### src/rtl/uart_rx_frame_ctrl.sv
// UART receive framing controller: [SYNC][LEN][PAYLOAD][CSUM] -> buffered, checksummed valid/ready byte stream.
// Optional UART_FRAME_STATS_EN adds saturating ok/err/drop counters.
module uart_rx_frame_ctrl #(
   parameter logic [7:0]  G_SYNC_BYTE      = 8'hA5,
   parameter int unsigned G_MAX_LEN        = 16,
   parameter int unsigned G_TIMEOUT_CYCLES = 100000
) (
   input  logic       clk,
   input  logic       reset,
   input  logic       enable,
   output logic       rx_enable,
   input  logic       rx_byte_valid,
   input  logic       rx_byte_error,
   input  logic [7:0] rx_byte,
   output logic       out_valid,
   input  logic       out_ready,
   output logic [7:0] out_data,
   output logic       out_last,
   output logic       frame_ok,
   output logic       frame_err,
   output logic [1:0] err_code
`ifdef UART_FRAME_STATS_EN
   ,
   output logic [15:0] stat_ok,
   output logic [15:0] stat_err,
   output logic [15:0] stat_drop
`endif
);

   localparam int unsigned LW = $clog2(G_MAX_LEN + 1);
   localparam int unsigned AW = (G_MAX_LEN > 1) ? $clog2(G_MAX_LEN) : 1;
   localparam int unsigned TW = $clog2(G_TIMEOUT_CYCLES + 1);

   typedef enum logic [2:0] {S_IDLE, S_LEN, S_PAYLOAD, S_CSUM, S_DRAIN} state_t;
   typedef enum logic [1:0] {E_LEN = 2'd0, E_CSUM = 2'd1, E_LINE = 2'd2, E_TIMEOUT = 2'd3} err_t;

   state_t          state_q, state_d;
   err_t            err_code_q, err_code_d, err_sel;
   logic            enable_q, vld_prev_q, err_prev_q;
   logic [LW-1:0]   len_q, len_d, wr_ptr_q, wr_ptr_d, rd_ptr_q, rd_ptr_d;
   logic [7:0]      csum_q, csum_d, out_data_q, out_data_d;
   logic [TW-1:0]   tmo_q, tmo_d;
   logic            out_valid_q, out_valid_d, out_last_q, out_last_d;
   logic            frame_ok_q, frame_ok_d, frame_err_q, frame_err_d;
   logic            byte_ev, line_ev, in_frame, tmo_hit, err_set, mem_we;
   logic [7:0]      mem_q [G_MAX_LEN];

   always_comb begin
      byte_ev     = rx_byte_valid & ~vld_prev_q & enable;
      line_ev     = rx_byte_error & ~err_prev_q;
      in_frame    = (state_q == S_LEN) || (state_q == S_PAYLOAD) || (state_q == S_CSUM);
      tmo_hit     = (tmo_q == TW'(G_TIMEOUT_CYCLES));
      state_d     = state_q;
      len_d       = len_q;
      wr_ptr_d    = wr_ptr_q;
      rd_ptr_d    = rd_ptr_q;
      csum_d      = csum_q;
      tmo_d       = in_frame ? tmo_q + TW'(1) : '0;
      out_valid_d = out_valid_q;
      out_data_d  = out_data_q;
      out_last_d  = out_last_q;
      frame_ok_d  = 1'b0;
      frame_err_d = 1'b0;
      err_code_d  = err_code_q;
      err_set     = 1'b0;
      err_sel     = E_LEN;
      mem_we      = 1'b0;

      case (state_q)
         S_IDLE: begin
            if (byte_ev && rx_byte == G_SYNC_BYTE) begin
               state_d = S_LEN;
               tmo_d   = '0;
            end
         end
         S_LEN, S_PAYLOAD, S_CSUM: begin
            // Priority: enable drop (silent) > line error > byte > timeout.
            if (!enable) begin
               state_d = S_IDLE;
            end else if (line_ev) begin
               err_set = 1'b1;
               err_sel = E_LINE;
            end else if (byte_ev) begin
               tmo_d = '0;
               if (state_q == S_LEN) begin
                  if (rx_byte == 8'h00 || 32'(rx_byte) > G_MAX_LEN) begin
                     err_set = 1'b1;
                     err_sel = E_LEN;
                  end else begin
                     len_d    = LW'(rx_byte);
                     csum_d   = rx_byte;
                     wr_ptr_d = '0;
                     state_d  = S_PAYLOAD;
                  end
               end else if (state_q == S_PAYLOAD) begin
                  mem_we   = 1'b1;
                  wr_ptr_d = wr_ptr_q + LW'(1);
                  csum_d   = csum_q ^ rx_byte;
                  if (wr_ptr_q + LW'(1) == len_q) state_d = S_CSUM;
               end else if (rx_byte == csum_q) begin
                  rd_ptr_d = '0;
                  state_d  = S_DRAIN;
               end else begin
                  err_set = 1'b1;
                  err_sel = E_CSUM;
               end
            end else if (tmo_hit) begin
               err_set = 1'b1;
               err_sel = E_TIMEOUT;
            end
         end
         S_DRAIN: begin
            if (out_valid_q && out_ready && out_last_q) begin
               out_valid_d = 1'b0;
               out_last_d  = 1'b0;
               frame_ok_d  = 1'b1;
               state_d     = S_IDLE;
            end else if ((!out_valid_q || out_ready) && rd_ptr_q != len_q) begin
               out_valid_d = 1'b1;
               out_data_d  = mem_q[rd_ptr_q[AW-1:0]];
               out_last_d  = (rd_ptr_q + LW'(1) == len_q);
               rd_ptr_d    = rd_ptr_q + LW'(1);
            end
         end
         default: state_d = S_IDLE;
      endcase

      if (err_set) begin
         frame_err_d = 1'b1;
         err_code_d  = err_sel;
         state_d     = S_IDLE;
      end
   end

   always_ff @(posedge clk or negedge reset) begin
      if (!reset) begin
         state_q     <= S_IDLE;
         enable_q    <= 1'b0;
         vld_prev_q  <= 1'b0;
         err_prev_q  <= 1'b0;
         len_q       <= '0;
         wr_ptr_q    <= '0;
         rd_ptr_q    <= '0;
         csum_q      <= '0;
         tmo_q       <= '0;
         out_valid_q <= 1'b0;
         out_data_q  <= '0;
         out_last_q  <= 1'b0;
         frame_ok_q  <= 1'b0;
         frame_err_q <= 1'b0;
         err_code_q  <= E_LEN;
      end else begin
         state_q     <= state_d;
         enable_q    <= enable;
         vld_prev_q  <= rx_byte_valid;
         err_prev_q  <= rx_byte_error;
         len_q       <= len_d;
         wr_ptr_q    <= wr_ptr_d;
         rd_ptr_q    <= rd_ptr_d;
         csum_q      <= csum_d;
         tmo_q       <= tmo_d;
         out_valid_q <= out_valid_d;
         out_data_q  <= out_data_d;
         out_last_q  <= out_last_d;
         frame_ok_q  <= frame_ok_d;
         frame_err_q <= frame_err_d;
         err_code_q  <= err_code_d;
      end
   end

   always_ff @(posedge clk) begin
      if (mem_we) mem_q[wr_ptr_q[AW-1:0]] <= rx_byte;
   end

   assign rx_enable = enable_q;
   assign out_valid = out_valid_q;
   assign out_data  = out_data_q;
   assign out_last  = out_last_q;
   assign frame_ok  = frame_ok_q;
   assign frame_err = frame_err_q;
   assign err_code  = err_code_q;

`ifdef UART_FRAME_STATS_EN
   logic [15:0] stat_ok_q, stat_err_q, stat_drop_q;

   always_ff @(posedge clk or negedge reset) begin
      if (!reset) begin
         stat_ok_q   <= '0;
         stat_err_q  <= '0;
         stat_drop_q <= '0;
      end else begin
         if (frame_ok_d && stat_ok_q != '1) stat_ok_q <= stat_ok_q + 16'd1;
         if (frame_err_d && stat_err_q != '1) stat_err_q <= stat_err_q + 16'd1;
         if (byte_ev && state_q == S_DRAIN && stat_drop_q != '1) stat_drop_q <= stat_drop_q + 16'd1;
      end
   end

   assign stat_ok   = stat_ok_q;
   assign stat_err  = stat_err_q;
   assign stat_drop = stat_drop_q;
`endif

endmodule
### config.mk
export PLATFORM = sky130hd
export DESIGN_NAME = uart_rx_frame_ctrl
export DESIGN_NICKNAME = d
export VERILOG_FILES = /design/src/rtl/uart_rx_frame_ctrl.sv
export SDC_FILE = /design/constraint.sdc
export NUM_CORES = 1
export LEC_CHECK = 0
export ABC_AREA = 1
export BUFFER_PORTS_ARGS = -buffer_cell sky130_fd_sc_hd__buf_4
export CAP_MARGIN = 20
export CORE_MARGIN = 3
export CORE_UTILIZATION = 56
export CTS_CLUSTER_DIAMETER = 60
export CTS_CLUSTER_SIZE = 14
export DETAILED_ROUTE_END_ITERATION = 8
export PLACE_DENSITY = 0.78
export SYNTH_ARGS = -nofsm -noshare
export SYNTH_HDL_FRONTEND = slang
export SYNTH_SLANG_ARGS = --single-unit
### constraint.sdc
create_clock -name clk -period 1.91 [get_ports clk]
set_input_delay 0.0955 -clock clk [delete_from_list [all_inputs] [get_ports clk]]
set_output_delay 0.0955 -clock clk [all_outputs]
set_load 0.05 [all_outputs]
Word level (Yosys, flattened, before mapping)

Memories as Yosys holds them, arrays and structs flattened. A register that Yosys moved wholly into a read port is not among the register bits.
Index checks and enable logic that the tools add are counted.

Add/subtract/negate cells: 3
$mul: 0
Divide/modulo/power cells: 0
Magnitude comparators: 1
Equal/unequal tests: 26
Shift-type cells: 0
Multiplexer cells: 65
Bitwise logic cells: 9
Reduce and logical (&&, ||, !) cells: 22

Operators with widths:

| cell                                                          | number |
|---|---|
| two-way mux 17 bit                                            | 5 |
| two-way mux 5 bit                                             | 11 |
| case mux 17 bit (2 select lines)                              | 1 |
| two-way mux 3 bit                                             | 11 |
| two-way mux 1 bit                                             | 27 |
| two-way mux 8 bit                                             | 3 |
| inequality test 2 bit, second input constant                  | 9 |
| adder 17 x 1 -> 17 bit, second input constant                 | 1 |
| == test 17 bit, second input constant                         | 1 |
| inequality test 6 bit, second input constant                  | 2 |
| AND reduction 6 bit                                           | 2 |
| adder 5 x 1 -> 5 bit, second input constant                   | 2 |
| == test 5 bit                                                 | 2 |
| two-way mux 2 bit                                             | 5 |
| case mux 5 bit (2 select lines)                               | 1 |
| case mux 3 bit (3 select lines)                               | 1 |
| AND reduction 9 bit                                           | 1 |
| == test 8 bit                                                 | 1 |
| == test 8 bit, second input constant                          | 1 |
| greater-than comparator 8 x 5 -> 1 bit, second input constant | 1 |
| zero test 8 bit                                               | 1 |
| inequality test 4 bit, second input constant                  | 2 |
| XOR 8 bit                                                     | 1 |
| AND reduction 7 bit                                           | 1 |
| 16 further kinds                                              | 33 |

Flip-flop bits (word level): 52
Latch bits: 0
Memory bits (writable): 128
Bits in read-only memories: 0
Input bits: 14
Output and inout port bits: 15
Logic and storage cells: 141
Memories: 1

Memory list:

| memory | words | width | read ports | clocked after memory_dff | wr ports | line | source |
|---|---|---|---|---|---|---|---|
| mem_q  | 16    | 8     | 1          | 1                        | 1        | 46   | `logic [7:0] mem_q [G_MAX_LEN];` |

Depth between registers and ports, before layout

Gate-level depths: netlist of the first run.

Word-level depth: 10
Gate-level depth with buffers: 15
Mapped depth without buffers: 15

Worst setup path before layout of the first run

Ideal clock, no wire load.

Kind: register to register
Start point: register vld_prev_q
End point: memory mem_q[12][0] (enable)
Arrival: 1,518 ps
Required time: 1,540 ps
Slack: 22 ps
Cell stages (with the launch flop): 8
Buffers on the path: 0
Path through: dfrtp_1 inv_1 nand2_1 nor2_4 nand2_2 nor2_1 nand2_1 nor2_1

Longest elaborated chain between the ends: 9

RTL lines:

| item                                    | line | source |
|---|---|---|
| start, declared                         | 39   | `logic enable_q, vld_prev_q, err_prev_q;` |
| start signal, assigned                  | 155  | `vld_prev_q <= rx_byte_valid;` |
| NOT 1 bit                               | 49   | `byte_ev = rx_byte_valid & ~vld_prev_q & enable;` |
| AND 1 bit (2 in a row)                  | 49   |  |
| two-way mux 1 bit                       | 83   | `end else if (byte_ev) begin` |
| two-way mux 1 bit                       | 80   | `end else if (line_ev) begin` |
| two-way mux 1 bit                       | 78   | `if (!enable) begin` |
| two-way mux 1 bit                       | 69   | `case (state_q)` |
| two-way mux 1 bit                       | 172  | `if (mem_we) mem_q[wr_ptr_q[AW-1:0]] <= rx_byte;` |
| two-way mux 1 bit (implied by the code) | 172  |  |
| end, declared                           | 46   |  |

No other way between the ends.

Worst setup path in the final report of the first run

Start point: register vld_prev_q
End point: memory mem_q[4][3] (enable)

The elaborated chain is that of the path after synthesis.

==> results.toml, run 1 <==
[status]
status = "finished clean"

[die]
initial_core_util_pct = 57.44
floorplan.rows = 44
die_w_um = 128.3
core_area_um2 = 14590
fp.dieH_um = 128.3
floorplan.io_pins = 29
die-area_um2 = 16470

[synth]
post_synth_and_or_nand_nor_area_fraction_pct = 16.51
part_of_the_yosys_area_used_for_sequential_elements_pct = 63.79
register_bit_count_reported_by_yosys = 188
syn-cell-area_um2 = 8379
yosys.area_share.adder_pct = 1.045
synth.mux.area_fraction_pct = 0
ys_top_cells_by_area = "edfxtp_1 (46%), dfrtp_1 (18%), nor2_1 (5.1%), nand2_1 (4.8%), o21ai_0 (4.5%)"
synthMostInstantiatedCell = "edfxtp_1"
yosys.area.top_type = "edfxtp_1"
post-synth-top-area-fraction_pct = 45.87
synth-warning-count = 0
synthTopCellsByCount = "edfxtp_1 (128), nor2_1 (113), nand2_1 (108)"
netlist_instances = 781
synth.distinct_cells = 42
synth_flop_cell = "edfxtp_1"
synth_compound_area_share_pct = 12.30
area_share_of_xor_xnor_cells_in_the_synthesized_design_pct = 1.568
synthArstFlopShare_pct = 31.91
combinational_family_with_the_most_area_after_synthesis = "simple AND/OR/NAND/NOR gates"
syn-mean-instance-area_um2 = 10.73
synth_edf_count = 128
synth_fp_nets = 802

[layout]
n_antenna_cell = 0
finalNetCount = 865
nFillCells = 1001
stdcell_area_um2 = 9721
drive_gt1_share_pct = 17.97
layout.area.seq_um2 = 5348
layout.cells.non_filler = 1041
area_of_the_multi_input_gates_um2 = 2694
syn2layout_area_growth_pct = 16.01

[setup_path]
crit_end_element = "register"
criticalPathCategory = "register to register"
critical_path.startpoint_type = "register"
crit_chain = "inv_1, nand2_1, nor2_4, nand2_2, nor2_1, buf_4, nand2_1, nor2_1, buf_6"
crit_path_max_fanout = 8
critical_path.top_delay_family = "simple AND/OR/NAND/NOR gates"
arrival_worst_endpoint_ns = 2.04
critical_path.n_buffers_inverters = 3
worst_path_slowest_cell = "dfrtp_1"
critPathMaxStageDelay_ns = 0.36
critical_path_required_ns = 2.06

[timing]
worst_slew_margin_rel_pct = 48.30
final_hold_viol_count = 0
final.setup_skew_ns = 0.009160
whs_ns = 0.01929
maxSlewViolCount = 0
finalSetupViolations = 0
post-route-period-util_pct = 98.85
fin_tns_setup_ns = 0
timing_worst_slew_pin_value_ns = 0.7755
max_freq_mhz = 529.6
rsz_0062_raised_after_global_routing = "yes"
min_period_ns = 1.888

[route]
met3RoutedLength_mm = 1.422
drt-total-wl_mm = 19.71
top_signal_layer_used = "met4"
drt-wirelength-per-cell_um = 18.94
drc_errors = 0
via_per_instance_ratio = 5.929
met1_routed_length_mm = 8.064
route.met2.wl_mm = 9.546
final_antenna_net_count = 0
dr.pass1.iters = 5
num_vias = 6172
initialDrtViolationCount = 716

[cts]
h-tree-depth = 4
clock_tree_from_tritoncts = "done"
clock_insertion_delay_worst_skew_ns = 0.43
clock-sinks = 188
cts_buffers = 17
cts.root.buffer_cell = "clkbuf_16"
clk_path_buf_depth = 2
clk_transition_reported_paths_ns = 0.07

[pwr]
power.sequential.fraction_pct = 39.9
report.power.total_mw = 12.87
p_comb_share_pct = 35.0
power.share.switching_pct = 37.47
share_clk_of_total_power_pct = 25.2
power.leakage_nw = 3.698
internal_power_mw = 8.045
vdd_drop_max_uv = 690.5
power.density_nw_per_um2 = 1324
p_sw_mw = 4.821

[flow_run]
maxCapViolCount = 0

[place]
dpl-instance-area_um2 = 8989
hpwl_mm = 12.89
buffer_ports.inserted = 28
gp_routability_congestion = 0.9049
dp.cells = 997

[worst_hold_path]
min_path_type = "primary input to register"

[grt]
globalRouteOverflowTotal = 0
antenna_found_initial = 0
grt_first_pass_wirelength_mm = 31.04
gr-usage-all-layers_pct = 24.69
grt_start_max_net_pins = 61
vias_in_the_first_global_route = 5900
repair_timing:
item	in CTS	in global routing
endpoints found under the setup margin	0	74
buffers inserted	0	6
gates resized for setup	0	30
hold endpoints to repair	66	0
hold buffers	6	0
layer usage:
layer	vias up	GRT usage, %
met2	257	39.63
li1	2863	-
met5	-	0
met4	0	10.67
met3	56	6.125
met1	2996	32.20
kinds of logic after synthesis:
kind of cell               count (synthesis)
adders and majority gates                  7
buffers and inverters                     97
xor gates and xnor gates                  15
DFF                                      188
AOI/OAI and AO/OA                        170
and+or+nand+nor                          304
worst paths after layout:
path | startpoint | to | slack [ns] | depth (start not counted)
worst min register to register | out_data[5] | out_data[5] | 0.49 | 1
max in group asynchronous | reset | wr_ptr_q[0] | 1.06 | 2
worst max-delay path | vld_prev_q | mem_q[4][3] | 0.02 | 9
min in group asynchronous | reset | rd_ptr_q[3] | 0.28 | 2
worst max register to register | vld_prev_q | mem_q[4][3] | 0.02 | 9
worst min-delay path | rx_byte[0] | mem_q[5][0] | 0.02 | 1
per-stage QoR:
stage | util [%] | setup WS (ns)
2_1_floorplan | - | 0.02180
3_3_place_gp | 61.61 | 0.09969
3_5_place_dp | 61.61 | 0.06669
4_1_cts | 65.70 | 0.01962
5_1_grt | 66.63 | -0.06773
6_report | 66.63 | 0.02194
flip-flops by register name, indices dropped and copies added (netlist names):
name and flops:
len_q 5, wr_ptr_q 5, vld_prev_q 1, frame_err 1, err_prev_q 1, out_valid 1, rd_ptr_q 5, state_q 3
tmo_q 17, err_code 2, mem_q 128, out_data 8, rx_enable 1, csum_q 8, out_last 1, frame_ok 1
placed cells by master, fill, tap and decap left out, types with 3 or more instances in the layout:
| master | Yosys | routed |
|---|---|---|
| a21oi_1 | 12 | 11 |
| buf_12 | 0 | 4 |
| buf_4 | 2 | 60 |
| buf_6 | 2 | 7 |
| clkbuf_1 | 17 | 3 |
| clkbuf_16 | 0 | 17 |
| clkinv_2 | 0 | 3 |
| clkinv_4 | 0 | 4 |
| dfrtp_1 | 60 | 58 |
| dlygate4sd3_1 | 0 | 6 |
| edfxtp_1 | 128 | 128 |
| ha_1 | 7 | 4 |
| inv_1 | 58 | 55 |
| inv_2 | 6 | 8 |
| nand2_1 | 108 | 106 |
| nand2_2 | 10 | 12 |
| nand3_1 | 33 | 33 |
| nand3_2 | 5 | 5 |
| nand4_1 | 8 | 8 |
| nor2_1 | 113 | 107 |
| nor2_2 | 4 | 8 |
| nor2_4 | 5 | 7 |
| nor3_1 | 6 | 5 |
| nor3_2 | 2 | 3 |
| o211ai_1 | 20 | 20 |
| o21a_1 | 9 | 9 |
| o21ai_0 | 76 | 75 |
| o21ai_1 | 13 | 13 |
| o221ai_1 | 20 | 20 |
| o22ai_1 | 15 | 15 |
| xnor2_1 | 7 | 7 |
| xor2_1 | 8 | 8 |
cell type report:
class | count | share of cell area, %
Multi-Input combinational cell | 496 | 27.71
Sequential cell | 188 | 55.01
Clock inverter | 12 | 1.030
Tap cell | 184 | 2.368
Clock buffer | 20 | 4.492
Inverter | 64 | 2.497
Timing Repair Buffer | 77 | 6.886
worst reg2reg max path, delay by kind of cell, from the launching register on:
family                 cells  cell delay, ns
flip-flops                 1            0.36
AND/OR/NAND/NOR            6            0.86
buffers and inverters      3            0.38
power by group through the flow:
stage	Clock [mW]	Combinational (mW)	Sequential [mW]
after detailed placement	0	4.34	5.19
after CTS	3.27	4.38	5.11
after floorplan	0	2.66	5.51
after global placement	0	4.20	5.16
final	3.24	4.50	5.13
after global routing	3.45	4.93	5.17
No activity file was read; power rests on OpenSTA's default activity.
==> run 2: changes to the inputs <==
BUFFER_PORTS_ARGS = default   (was -buffer_cell sky130_fd_sc_hd__buf_4)
CORE_UTILIZATION = 57   (was 56)
DONT_BUFFER_PORTS = 1   (was default)
PLACE_DENSITY = 0.77   (was 0.78)
==> run 2 against run 1 <==
Effect of this change: maximum frequency rose by 3.0%; critical path depth increased by 4; first-iteration DRC count is 12% higher; clock-buffer cell count decreased by 1; wire length up 4.1%; sequential share of layout area is 0.20 points higher; hold slack improved by 0.0055 ns; largest cell class unchanged; largest power group unchanged.
==> results.toml, run 2 (synthesis results as in run 1) <==
[setup_path]
arrival_worst_endpoint_ns = 2.15
crit_path_max_fanout = 4
criticalPathCategory = "register to register"
crit_end_element = "register"
critical_path_required_ns = 2.23
critical_path.startpoint_type = "register"

[die]
die_w_um = 127.2
floorplan.io_pins = 29
core_area_um2 = 14150
fp.dieH_um = 127.2
die-area_um2 = 16190
floorplan.rows = 43
initial_core_util_pct = 59.22

[pwr]
power.leakage_nw = 3.657
power.density_nw_per_um2 = 1349
vdd_drop_max_uv = 745.2
report.power.total_mw = 13.06

[layout]
n_antenna_cell = 0
drive_gt1_share_pct = 14.78
stdcell_area_um2 = 9683
final_common_cell = "edfxtp_1"
leading_cell_types_in_the_layout_fill_and_taps_excluded = "edfxtp_1 (128), nor2_1 (110), nand2_1 (107), o21ai_0 (76), dfrtp_1 (59)"
area_of_the_multi_input_gates_um2 = 2680
layout.area.seq_um2 = 5346
finalNetCount = 854
nFillCells = 944
syn2layout_area_growth_pct = 15.56
largest_reg_flops = 128

[status]
status = "finished clean"

[route]
initialDrtViolationCount = 804
drc_errors = 0
drt-total-wl_mm = 20.52
num_vias = 6213
drt-wirelength-per-cell_um = 20.00
dr.pass1.iters = 5
final_antenna_net_count = 0
via_per_instance_ratio = 6.056

[timing]
max_freq_mhz = 545.7
min_period_ns = 1.833
final.setup_skew_ns = 0.01030
final_hold_viol_count = 0
maxSlewViolCount = 0
post-route-period-util_pct = 95.95
worst_slew_margin_rel_pct = 40.54
finalSetupViolations = 0
timing_worst_slew_pin_value_ns = 0.8890
whs_ns = 0.02474

[cts]
clock-sinks = 188
clock_tree_from_tritoncts = "done"
cts_buffers = 17
clk_transition_reported_paths_ns = 0.07
h-tree-depth = 4
clock_insertion_delay_worst_skew_ns = 0.43
cts.root.buffer_cell = "clkbuf_16"
clk_path_buf_depth = 2

[grt]
gr-usage-all-layers_pct = 26.08
grt_start_max_net_pins = 61
globalRouteOverflowTotal = 0
vias_in_the_first_global_route = 5981
grt_first_pass_wirelength_mm = 32.40
antenna_found_initial = 0

[worst_hold_path]
min_path_type = "primary input to register"

[place]
dpl-instance-area_um2 = 8741
hpwl_mm = 12.57
buffer_ports.inserted = 0
gp_routability_congestion = 0.9454

[flow_run]
maxCapViolCount = 0
## run 2: cell count changes in the layout (fill, tap and decap cells not counted), sizes merged
| cell | delta |
|---|---|
| buf | -23 |
| dlygate4sd3 | +11 |
| clkinv | -6 |
| clkinvlp | +3 |
| inv | +3 |
| bufinv | +1 |
| clkbuf | -1 |
| dlymetal6s4s | +1 |
## run 2: layer usage
metal / GRT usage [%] / vias to the layer above / part of all wire (%)
met4: 10.79 / 0 / 3.0
met3: 5.727 / 50 / 7.7
met1: 34.41 / 3004 / 40
li1: - / 2846 / -
met5: 0 / - / 0
met2: 42.31 / 313 / 50
## run 2: cell type report
cell class                 instances  area share, %
sequential                       188          55.21
multi-input combinational        496          27.68
timing repair buffer              66          6.357
clock buffer                      19          4.471
inverter                          64          2.481
tap                              180          2.326
clock inverter                    13          1.473
## run 2: power by group
| part | internal, mW | leakage [nW] | switching (mW) | total, mW |
|---|---|---|---|---|
| Combinational | 1.43 | 1.48 | 2.65 | 4.08 |
| Sequential | 4.73 | 1.91 | 0.794 | 5.53 |
| Clock | 1.94 | 0.266 | 1.52 | 3.46 |
| Total | 8.10 | 3.66 | 4.97 | 13.1 |
## run 2: repair_timing
item	4_1_cts	5_1_grt
hold endpoints to repair	211	0
hold buffers	19	0
resized for setup	0	16
endpoints found under the setup margin	0	47
buffers inserted	0	11
## run 2: worst paths after layout
kind / startpoint / end / slack (ns) / cells after the start
min in group asynchronous: reset / rd_ptr_q[3] / 0.18 / 2
worst max register to register: wr_ptr_q[0] / state_q[1] / 0.08 / 13
worst max-delay path: wr_ptr_q[0] / state_q[1] / 0.08 / 13
worst min register to register: tmo_q[16] / tmo_q[16] / 0.48 / 1
worst min-delay path: rx_byte_error / err_code[0] / 0.02 / 5
max in group asynchronous: reset / csum_q[2] / 1.46 / 2
## run 2: critical path, stage by stage (launching register included)
cell,delay [ns]
dfrtp_1,0.42
inv_1,0.16
ha_4,0.23
xor2_1,0.15
nor2_1,0.10
nand2_1,0.05
nor2_1,0.13
nand2_1,0.07
nand2_1,0.07
nand2_1,0.06
nand2_2,0.09
nand2_2,0.06
nand2_1,0.07
nand2_1,0.05
## run 2: stage by stage
step | setup TNS, ns | instances | setup WS [ns] | utilization [%]
after detailed placement | 0 | 964 | 0.07216 | 61.77
after global routing | -1.123 | 1026 | -0.04408 | 68.43
final | 0 | 1026 | 0.07738 | 68.43
after global placement | 0 | 964 | 0.1428 | 61.77
after floorplan | 0 | 781 | 0.02180 | -
after CTS | 0 | 1015 | 0.03727 | 67.31
==> run 3: changes to the inputs <==
RECOVER_POWER = 50   (was default)
SKIP_LAST_GASP = 1   (was default)
==> run 3 against run 2 <==
Effect of this change: the run now ends with max-capacitance violations, max-slew violations left; clock-buffer cell count unchanged; total power down 0.20%; utilization down 0.34 points; die area unchanged; non-clock buffer count unchanged; combinational power about the same; clock skew about the same; sequential power about the same; critical endpoint is now mem_q[4][1]; largest cell class unchanged; largest power group unchanged.
==> results.toml, run 3 (synthesis results as in run 1) <==
[grt]
globalRouteOverflowTotal = 0
gr-usage-all-layers_pct = 26.08
grt_util_met1_pct = 34.41
grt_util_met2_pct = 42.31
gr-max-usage-layer = "met2"
grt_start_max_net_pins = 61
grt_first_pass_wirelength_mm = 32.40
vias_in_the_first_global_route = 5981
grt_util_met3_pct = 5.727
antenna_found_initial = 0

[layout]
syn2layout_area_growth_pct = 14.98
layout.cells.non_filler = 1026
n_antenna_cell = 0
drive_gt1_share_pct = 14.42
leading_cell_types_in_the_layout_fill_and_taps_excluded = "edfxtp_1 (128), nor2_1 (110), nand2_1 (107), o21ai_0 (76), dfrtp_1 (59)"
final_common_cell = "edfxtp_1"
largest_reg_flops = 128
finalNetCount = 854

[pwr]
power.leakage_nw = 3.630
power.density_nw_per_um2 = 1353
vdd_drop_max_uv = 744.7
report.power.total_mw = 13.04

[timing]
max_freq_mhz = 539.7
final.setup_skew_ns = 0.01055
maxSlewViolCount = 61
worst_slew_margin_rel_pct = -2.226
rsz_0062_raised_after_global_routing = "yes"
finalSetupViolations = 0
min_period_ns = 1.853
timing_worst_slew_pin_value_ns = 1.533
final_hold_viol_count = 0
post-route-period-util_pct = 97.00

[place]
dp.cells = 964
hpwl_mm = 12.57
buffer_ports.inserted = 0
gp_routability_congestion = 0.9454

[die]
initial_core_util_pct = 59.22
die_w_um = 127.2
die-area_um2 = 16190
core_area_um2 = 14150
fp.dieH_um = 127.2
floorplan.rows = 43
floorplan.io_pins = 29

[setup_path]
critical_path.startpoint_type = "register"
criticalPathCategory = "register to register"
critical_path_required_ns = 2.04
crit_path_max_fanout = 8
crit_end_element = "register"
arrival_worst_endpoint_ns = 1.98

[cts]
h-tree-depth = 4
clk_path_buf_depth = 2
clock-sinks = 188
cts_buffers = 17
clock_tree_from_tritoncts = "done"
clock_insertion_delay_worst_skew_ns = 0.43
clk_transition_reported_paths_ns = 0.07
cts.root.buffer_cell = "clkbuf_16"

[status]
failing_checks = "max-capacitance violations, max-slew violations"
status = "complete, but fails checks"

[flow_run]
maxCapViolCount = 1

[route]
num_vias = 6176
dr.pass1.iters = 5
drt-wirelength-per-cell_um = 20.02
drc_errors = 0
initialDrtViolationCount = 843
final_antenna_net_count = 0
drt-total-wl_mm = 20.54
via_per_instance_ratio = 6.019

[worst_hold_path]
min_path_type = "primary input to register"
run 3: cell type report:
type                       instances  area, um2
sequential                       188       5346
fill                             955       4516
multi-input combinational        496       2670
timing repair buffer              66      576.8
clock buffer                      19      432.9
inverter                          64      240.2
tap                              180      225.2
clock inverter                    13      142.6
run 3: critical path, cell delays in order (launching register included):
cell	delay, ns
dfrtp_1	0.37
inv_1	0.05
nand2_1	0.09
nor2_4	0.17
nand2_2	0.13
nor2_1	0.13
buf_4	0.17
nand2_1	0.13
nor2_2	0.13
buf_4	0.18
run 3: report_power, final:
group,total (mW),switching (mW),leakage (nW),internal (mW)
Sequential,5.52,0.788,1.91,4.73
Clock,3.45,1.52,0.266,1.94
Combinational,4.06,2.65,1.45,1.41
Total,13.0,4.96,3.63,8.08
run 3: final timing paths:
kind	to	depth (start not counted)	slack, ns	from
min in group asynchronous	rd_ptr_q[3]	2	0.58	reset
max reg2reg	mem_q[4][1]	9	0.06	vld_prev_q
max	mem_q[4][1]	9	0.06	vld_prev_q
max in group asynchronous	rd_ptr_q[0]	2	0.33	reset
min	csum_q[2]	5	0.02	rx_byte[2]
min reg2reg	tmo_q[16]	1	0.48	tmo_q[16]
run 3: layer usage:
layer	share of wire (%)	wire, um
met5	0	0
met2	50	10270
met3	7.6	1567
met1	40	8157
met4	2.7	546
run 3: timing repair:
item / in CTS / in global routing
hold buffers: 19 / 0
setup endpoints to repair: 0 / 47
gates resized for setup: 0 / 14
setup buffers: 0 / 11
hold endpoints to repair: 211 / 0
run 3: stage by stage:
stage                     cell area (um2)  worst slack [ns]  hold slack (ns)  setup TNS, ns  util [%]
final                                9634           0.05722          0.02252              0     68.09
after floorplan                      8379           0.02180          -0.2001              0         -
after detailed placement             8741           0.07216          -0.1991              0     61.77
after global routing                 9634          -0.06094          0.05047         -1.258     68.09
after global placement               8741            0.1428          -0.1988              0     61.77
after CTS                            9524           0.03727         0.009662              0     67.31
